[src/rtl/eq_gain_ctrl.sv]
// Equalizer gain controller: syncs the SPI frame strobe into clk, validates the
// captured band-gain word and ramps the live gains toward it on sample ticks.
module eq_gain_ctrl #(
    parameter int NBANDS   = 8,
    parameter int GW       = 4,
    parameter int MAX_GAIN = 12,
    parameter int UNITY    = 8,
    parameter int RAMP_DIV = 1
) (
    input  logic                   clk,
    input  logic                   reset,
    input  logic                   load,
    input  logic [NBANDS*GW-1:0]   eq_word,
    input  logic                   sample_tick,
    output logic [NBANDS*GW-1:0]   gains,
    output logic                   busy,
    output logic                   cfg_err,
    output logic [7:0]             frame_cnt
);

    localparam int            W         = NBANDS * GW;
    localparam logic [GW-1:0] UNITY_G   = GW'(UNITY);
    localparam logic [GW-1:0] MAX_G     = GW'(MAX_GAIN);
    localparam logic [W-1:0]  RST_GAINS = {NBANDS{UNITY_G}};
    localparam logic [7:0]    DIV_LAST  = 8'(RAMP_DIV - 1);

    typedef enum logic [1:0] {
        ST_IDLE    = 2'd0,
        ST_CAPTURE = 2'd1,
        ST_CHECK   = 2'd2,
        ST_RAMP    = 2'd3
    } state_t;

    // True when any band code exceeds the legal maximum.
    function automatic logic any_over(input logic [W-1:0] w);
        logic r;
        r = 1'b0;
        for (int b = 0; b < NBANDS; b++) begin
            r = r | (w[b*GW +: GW] > MAX_G);
        end
        return r;
    endfunction

    // Move every band one code toward its target, saturating at the target.
    function automatic logic [W-1:0] step_gains(input logic [W-1:0] cur,
                                                input logic [W-1:0] tgt);
        logic [W-1:0] r;
        r = cur;
        for (int b = 0; b < NBANDS; b++) begin
            if (cur[b*GW +: GW] < tgt[b*GW +: GW]) begin
                r[b*GW +: GW] = cur[b*GW +: GW] + {{(GW-1){1'b0}}, 1'b1};
            end else if (cur[b*GW +: GW] > tgt[b*GW +: GW]) begin
                r[b*GW +: GW] = cur[b*GW +: GW] - {{(GW-1){1'b0}}, 1'b1};
            end else begin
                r[b*GW +: GW] = cur[b*GW +: GW];
            end
        end
        return r;
    endfunction

    state_t         r_state;
    state_t         w_next_state;
    logic           r_load_meta;
    logic           r_load_s;
    logic           r_load_d;
    logic           w_frame_end;
    logic           r_pending;
    logic           w_pending_nx;
    logic [W-1:0]   r_shadow;
    logic [W-1:0]   r_target;
    logic [W-1:0]   r_gains;
    logic [W-1:0]   w_gains_nx;
    logic [W-1:0]   w_stepped;
    logic [7:0]     r_div;
    logic [7:0]     w_div_nx;
    logic           w_accept;
    logic           w_reject;
    logic           r_busy;
    logic           r_cfg_err;
    logic [7:0]     r_frame_cnt;

    assign w_frame_end = r_load_d & ~r_load_s;
    assign w_stepped   = step_gains(r_gains, r_target);

    // Two-flop synchronizer plus delay flop for the asynchronous frame strobe.
    always_ff @(posedge clk or negedge reset) begin
        if (!reset) begin
            r_load_meta <= 1'b0;
            r_load_s    <= 1'b0;
            r_load_d    <= 1'b0;
        end else begin
            r_load_meta <= load;
            r_load_s    <= r_load_meta;
            r_load_d    <= r_load_s;
        end
    end

    // Next-state, pending-frame, divider and gain-step decisions.
    always_comb begin
        w_next_state = r_state;
        w_pending_nx = r_pending;
        w_gains_nx   = r_gains;
        w_div_nx     = r_div;
        w_accept     = 1'b0;
        w_reject     = 1'b0;
        case (r_state)
            ST_IDLE: begin
                if (w_frame_end || r_pending) begin
                    w_next_state = ST_CAPTURE;
                    w_pending_nx = 1'b0;
                end else begin
                    w_next_state = ST_IDLE;
                end
            end
            ST_CAPTURE: begin
                w_next_state = ST_CHECK;
                if (w_frame_end) begin
                    w_pending_nx = 1'b1;
                end else begin
                    w_pending_nx = r_pending;
                end
            end
            ST_CHECK: begin
                if (w_frame_end) begin
                    w_pending_nx = 1'b1;
                end else begin
                    w_pending_nx = r_pending;
                end
                // A rejected frame resumes any ramp that was already underway.
                if (any_over(r_shadow)) begin
                    w_reject     = 1'b1;
                    w_next_state = (r_gains != r_target) ? ST_RAMP : ST_IDLE;
                end else begin
                    w_accept     = 1'b1;
                    w_next_state = (r_shadow != r_gains) ? ST_RAMP : ST_IDLE;
                end
            end
            ST_RAMP: begin
                if (sample_tick) begin
                    if (r_div == DIV_LAST) begin
                        w_gains_nx = w_stepped;
                        w_div_nx   = 8'd0;
                    end else begin
                        w_div_nx   = r_div + 8'd1;
                    end
                end else begin
                    w_div_nx = r_div;
                end
                if (w_frame_end || r_pending) begin
                    w_next_state = ST_CAPTURE;
                    w_pending_nx = 1'b0;
                end else if (w_gains_nx == r_target) begin
                    w_next_state = ST_IDLE;
                end else begin
                    w_next_state = ST_RAMP;
                end
            end
            default: begin
                w_next_state = ST_IDLE;
            end
        endcase
    end

    // Controller state, frame capture, ramp registers and status outputs.
    always_ff @(posedge clk or negedge reset) begin
        if (!reset) begin
            r_state     <= ST_IDLE;
            r_pending   <= 1'b0;
            r_shadow    <= RST_GAINS;
            r_target    <= RST_GAINS;
            r_gains     <= RST_GAINS;
            r_div       <= 8'd0;
            r_busy      <= 1'b0;
            r_cfg_err   <= 1'b0;
            r_frame_cnt <= 8'd0;
        end else begin
            r_state   <= w_next_state;
            r_pending <= w_pending_nx;
            r_gains   <= w_gains_nx;
            r_div     <= w_div_nx;
            r_busy    <= (w_next_state == ST_RAMP);
            if (r_state == ST_CAPTURE) begin
                r_shadow <= eq_word;
            end else begin
                r_shadow <= r_shadow;
            end
            if (w_accept) begin
                r_target    <= r_shadow;
                r_cfg_err   <= 1'b0;
                r_frame_cnt <= r_frame_cnt + 8'd1;
            end else if (w_reject) begin
                r_target    <= r_target;
                r_cfg_err   <= 1'b1;
                r_frame_cnt <= r_frame_cnt;
            end else begin
                r_target    <= r_target;
                r_cfg_err   <= r_cfg_err;
                r_frame_cnt <= r_frame_cnt;
            end
        end
    end

    assign gains     = r_gains;
    assign busy      = r_busy;
    assign cfg_err   = r_cfg_err;
    assign frame_cnt = r_frame_cnt;

endmodule

[config.mk]
export PLATFORM = sky130hd
export DESIGN_NAME = eq_gain_ctrl
export DESIGN_NICKNAME = d
export VERILOG_FILES = /design/src/rtl/eq_gain_ctrl.sv
export SDC_FILE = /design/constraint.sdc
export NUM_CORES = 1
export LEC_CHECK = 0
export ABC_AREA = 1
export ABC_CLOCK_PERIOD_IN_PS = 5000
export CORE_UTILIZATION = 30
export DETAILED_ROUTE_END_ITERATION = 6
export DONT_BUFFER_PORTS = 1
export SLEW_MARGIN = 20
export SYNTH_ARGS = -nofsm -noshare
export SYNTH_HDL_FRONTEND = slang
export SYNTH_SLANG_ARGS = --single-unit
[constraint.sdc]
create_clock -name clk -period 5 [get_ports clk]
set_clock_uncertainty 0.1 [all_clocks]
set_input_delay 0.5 -clock clk [delete_from_list [all_inputs] [get_ports clk]]
set_output_delay 0.5 -clock clk [all_outputs]
set_load 0.02 [all_outputs]
==> flow_summary.toml, run 1 <==
[run]
cap_violations = 0

[pwr]
worst_ir_drop_vdd_mv = 0.3792
p_leak_uw = 0.004770
p_per_area_nw_per_um2 = 812.1
p_sw_uw = 3997
p_comb_share_pct = 56.4
p_seq_share_pct = 27.5
clkPwrFrac_pct = 16.2
p_int_uw = 3608
p_sw_share_pct = 52.56

[synth]
synth_nets = 1343
ys.flop_type = "dfrtp_1"
seq_area_frac_synth_pct = 36.25
ys_ff_latch = 120
synth_common_cells = "nand2_1 (517), nand3_1 (156), inv_1 (148)"
synth-adder-area-share_pct = 8.225
synth.area.top_cells = "dfrtp_1 (29%), nand2_1 (23%), nand3_1 (9.3%)"
yosysTopAreaCell = "dfrtp_1"
synth-edff-count = 0
yosys.cell_count.top_type = "nand2_1"
synthMuxAreaShare_pct = 0.5384
syn_area_per_cell_um2 = 6.683
async_reset_ff_share_pct = 100.0
yosys.area_share.simple_pct = 36.29
synth_top_family_by_area = "simple AND/OR/NAND/NOR gates"
synth_warnings = 0
synth_xor_xnor_area_share_pct = 1.944
synthCells = 1252
synth_top_area_share_pct = 28.71
synthDistinctLibCells = 29
synth.cell_area_um2 = 8367
synth_compound_area_share_pct = 7.642

[global_route]
grt-ovfl-total = 0
grt_pass1_wl_um = 38810
track_usage_pct = 17.50
grt_pass1_vias = 7308
grt_max_degree = 121
antenna_found_initial = 0

[setup_path]
critPathLaunch = "r_shadow[21]$_DFFE_PN0N_"
r2r-start = "r_shadow[21]$_DFFE_PN0N_"
worstRegToRegCells = 20
start_kind = "register"
crit_type = "register to register"
cp.arrival_ns = 3.65
endpoint = "busy$_DFF_PN0_"
worstSetupEndpointType = "register"
r2r_slack_ns = 1.56
cp_max_fo = 30
cp.required_ns = 5.21
r2r_end = "busy$_DFF_PN0_"

[drt]
ant_nets = 0
wirelength_um = 23780
drt_iter0_drc = 447
drc = 0
firstDrtPassIters = 5
post_drt_wl_per_cell_um = 14.56
route.vias.total = 7792
via_per_inst = 4.769

[final_layout]
syn2layout_area_growth_pct = 11.93
multi_input_area_um2 = 4587
instances_no_fill = 1634
nets = 1340
drive_gt1_share_pct = 7.132
regArea_um2 = 3033
num_antenna_cells = 0
nFillCells = 2946

[clock_tree]
clkSinkCount = 120
cts_tree = "done"
cts_inserted_buffers = 17
cts.hold.buffers_added = 3
clk_transition_reported_paths_ns = 0.06
cts_setup_buffers = 0
clockBufferDepth = 2
h-tree-depth = 4
clk_latency_ns = 0.43
ctsResizeCount = 0
cts_root_buffer = "clkbuf_16"

[sta]
hold_viol = 0
tns_ns = 0
finalCriticalPeriod_ns = 3.440
drv_slew = 0
report.final.setup_viol = 0
relSlewSlack_pct = 46.26
grt_setup_unrepaired = "false"
finalCritPeriodShare_pct = 68.80
fmax_ghz = 0.2907
tightest_slew_ns = 0.8042

[die]
start_util_pct = 30.79
core-area_um2 = 27180
rows = 60
die_width_um = 169
fp.dieH_um = 169
ioPinCount = 78
dieArea_um2 = 28560

[outcome]
status = "complete, no violations"

[placement]
gp_congestion = 0.8360
portBuffers = 0
hpwl_um = 17590
placed_cells = 1599

[min_path]
hold-path-cell-count = 2
hold_class = "input port to register"
-- cells in the final DEF (no fill, tap or decap), types with 5 or more instances in the layout --
| cell type | instances |
|---|---|
| nand3_1 | 156 |
| o21ai_0 | 101 |
| nor2_1 | 43 |
| ha_1 | 53 |
| a21oi_1 | 17 |
| buf_4 | 6 |
| nor3_1 | 8 |
| nand2_1 | 517 |
| clkbuf_16 | 17 |
| inv_1 | 148 |
| xor2_1 | 11 |
| dfrtp_1 | 96 |
| inv_2 | 12 |
| dfstp_2 | 24 |
| xnor2_1 | 5 |
-- final cells by class --
class / count / area share [%]
multi-input combinational: 941 / 48.98
timing repair buffer: 9 / 0.9886
clock inverter: 8 / 1.015
inverter: 160 / 6.413
clock buffer: 24 / 5.251
tap: 372 / 4.970
sequential: 120 / 32.38
-- state kept, by name, indices dropped and copies added, names as in the netlist --
signal,cells
r_div,8
r_load_meta,1
r_load_s,1
gains,32
r_state,2
r_pending,1
r_target,32
r_load_d,1
frame_cnt,8
cfg_err,1
r_shadow,32
busy,1
-- worst min-delay path by stage --
stage	to	start	slack, ns
global route	r_shadow[31]$_DFFE_PN1N_	eq_word[31]	0.08
CTS	r_shadow[31]$_DFFE_PN1N_	eq_word[31]	0.07
finish	r_shadow[31]$_DFFE_PN1N_	eq_word[31]	0.09
global placement	r_shadow[18]$_DFFE_PN0N_	reset	0.11
floorplan	busy$_DFF_PN0_	reset	0.10
detailed placement	r_target[18]$_DFFE_PN0P_	reset	0.11
-- per-layer routing --
layer	part of all wire (%)	vias to the layer above	track usage, %
met1	48	3613	23.46
met5	0	-	0
met2	44	181	27.43
met3	5.0	39	3.390
met4	2.8	0	7.481
li1	-	3959	-
-- cells by family after synthesis --
kind of cell,Yosys count
AND/OR/NAND/NOR,740
AO/OA/AOI/OAI,125
XOR/XNOR,17
multiplexers,4
adder cells (fa/ha/maj),55
flip-flops,120
buffers and inverters,191
-- power by group through the flow --
stage / logic (µW) / clock network [µW] / registers [µW]
floorplan: 3370 / 0 / 1920
global placement: 4180 / 0 / 2110
detailed placement: 4240 / 0 / 2100
CTS: 4290 / 1260 / 2090
global route: 4990 / 1300 / 2160
finish: 4290 / 1230 / 2090
-- per-stage QoR --
stage	total power (µW)	util, %	area [µm²]	hold slack [ns]	setup slack, ns
finish	7605	34.46	9365	0.08728	1.560
global route	8446	34.46	9365	0.08032	1.248
CTS	7642	34.46	9365	0.07032	1.538
detailed placement	6344	32.13	8731	0.1096	1.564
global placement	6282	32.13	8731	0.1107	1.554
floorplan	5283	-	8367	0.1044	2.454
-- critical path: stages (launching register included) --
cell,delay [ns]
dfrtp_1,0.39
inv_1,0.08
nand2_1,0.06
nand3_1,0.12
nand2_1,0.08
nor2_2,0.07
buf_4,0.33
nand2_1,0.57
buf_4,0.44
nand2_1,0.11
nand3_1,0.07
nand2_1,0.08
nand2_1,0.05
nor2_1,0.14
nand2_1,0.07
nor2_1,0.13
nand2_1,0.08
a21oi_1,0.13
nand2_1,0.07
nand2_1,0.07
nor2_1,0.05
Note: power is estimated with default switching activity, not from simulation.
==> run 2: changes to the inputs <==
- ABC_CLOCK_PERIOD_IN_PS: 5000 -> 3500
- clock period: 5 -> 3.5 ns (I/O delays scaled with it)
==> run 2 against run 1 <==
Against the previous run: via count is 0.62% higher; worst hold slack got worse by 0.076 ns; critical endpoint unchanged; non-clock buffer count is 41 higher; final cell count up 2.5%; power increased by 48%; cell area rose by 4.4%; largest power group unchanged.
==> flow_summary.toml, run 2 (synthesis results as in run 1) <==
[clock_tree]
clockBufferDepth = 2
clkSinkCount = 120
cts_inserted_buffers = 17
cts_setup_buffers = 0
clk_transition_reported_paths_ns = 0.06
clk_latency_ns = 0.43
cts_tree = "done"
h-tree-depth = 4
cts_root_buffer = "clkbuf_16"

[final_layout]
nets = 1381
layout_commonest_cell = "nand2_1"
layout_common_cells = "nand2_1 (517), nand3_1 (156), inv_1 (148)"
instances_no_fill = 1675
syn2layout_area_growth_pct = 16.85
num_antenna_cells = 0
regArea_um2 = 3033
drive_gt1_share_pct = 8.212
multi_input_area_um2 = 4591
nFillCells = 2940

[sta]
fmax_ghz = 0.3288
relSlewSlack_pct = 52.03
worst_slack_ns = 0.4589
tightest_slew_ns = 0.7195
drv_slew = 0
grt_setup_unrepaired = "false"
finalCriticalPeriod_ns = 3.041
hold_viol = 0
tns_ns = 0
finalCritPeriodShare_pct = 86.89
report.final.setup_viol = 0

[global_route]
grt_pass1_vias = 7704
track_usage_pct = 17.95
grt_pass1_wl_um = 39900
grt-ovfl-total = 0
antenna_found_initial = 0
grt_max_degree = 121

[run]
cap_violations = 0

[drt]
post_drt_wl_per_cell_um = 14.41
drc = 0
wirelength_um = 24140
via_per_inst = 4.681
firstDrtPassIters = 5
ant_nets = 0
drt_iter0_drc = 511
route.vias.total = 7840

[setup_path]
crit_type = "register to register"
cp_max_fo = 5
critPathLaunch = "gains[11]$_DFFE_PN1P_"
r2r-start = "gains[11]$_DFFE_PN1P_"
cp.arrival_ns = 3.26
cp.required_ns = 3.72
start_kind = "register"
worstSetupEndpointType = "register"

[placement]
portBuffers = 0
dp_slack_ns = 0.4641
placed_cells = 1612
hpwl_um = 17560
gp_congestion = 0.8823

[die]
start_util_pct = 30.79
dieArea_um2 = 28560
die_width_um = 169
rows = 60
core-area_um2 = 27180
fp.dieH_um = 169
ioPinCount = 78

[min_path]
min_from = "eq_word[1]"
hold_class = "input port to register"

[pwr]
worst_ir_drop_vdd_mv = 0.5581
p_per_area_nw_per_um2 = 1149
p_leak_uw = 0.004946

[outcome]
status = "complete, no violations"
==> run 2: cell types whose count changed in the layout (fill, tap and decap cells not counted), sizes merged <==
cell | before | now
bufinv | 2 | 3
buf | 7 | 20
dlygate4sd3 | 2 | 30
clkinvlp | 2 | 7
clkbuf | 24 | 17
inv | 160 | 161
==> run 2: stage by stage <==
stage                     power (µW)  hold slack, ns  cell area (µm²)  util (%)
after floorplan                 7548        -0.04559             8367         -
after global placement          9241        -0.03891             8841     32.53
after detailed placement        9328        -0.03868             8841     32.53
after CTS                      11270        0.005639             9773     35.96
after global routing           12480         0.02170             9777     35.98
final                          11240         0.01097             9777     35.98
==> run 2: layout make-up <==
| type | instances | share of cell area, % |
|---|---|---|
| multi-input combinational | 941 | 46.95 |
| sequential | 120 | 31.02 |
| inverter | 160 | 6.143 |
| timing repair buffer | 50 | 4.940 |
| tap | 372 | 4.761 |
| clock buffer | 17 | 4.351 |
| clock inverter | 15 | 1.830 |
==> run 2: what timing repair did <==
action,4_1_cts,5_1_grt
hold buffers,31,0
setup endpoints to repair,0,2
resized for setup,0,1
hold endpoints to repair,149,0
==> run 2: per-layer routing <==
layer / vias to the layer above / track usage [%] / part of all wire (%)
met5: - / 0 / 0
met4: 0 / 7.795 / 2.7
met3: 39 / 3.718 / 5.7
met2: 195 / 28.84 / 45
met1: 3567 / 23.30 / 46
li1: 4039 / - / -
==> run 2: final timing paths <==
kind | to | slack (ns) | cells past startpoint
max | busy$_DFF_PN0_ | 0.46 | 16
min | r_shadow[1]$_DFFE_PN0N_ | 0.01 | 2
max reg2reg | busy$_DFF_PN0_ | 0.46 | 16
min reg2reg | r_load_s$_DFF_PN0_ | 0.25 | 0
max in group asynchronous | frame_cnt[4]$_DFFE_PN0P_ | 2.32 | 2
min in group asynchronous | gains[21]$_DFFE_PN0P_ | 0.43 | 2
==> run 2: critical path: stages, from the launching register on <==
cell,delay [ns]
dfstp_2,0.65
ha_1,0.28
a21oi_1,0.29
nand2_1,0.22
a21oi_2,0.26
nand2_1,0.07
nand2_1,0.11
xor2_1,0.22
nand2_1,0.08
nor2_1,0.14
nand2_1,0.06
nor2_1,0.13
nand3_1,0.09
nand2_1,0.08
nand2_1,0.05
nand2_1,0.07
nor2_1,0.04
==> run 2: report_power, final <==
| group | internal [µW] | leakage (µW) | switching [µW] | total (µW) |
|---|---|---|---|---|
| Clock | 1120 | 0.000274 | 704 | 1820 |
| Sequential | 2060 | 0.00147 | 788 | 2840 |
| Combinational | 2140 | 0.00320 | 4430 | 6570 |
| Total | 5320 | 0.00495 | 5920 | 11200 |
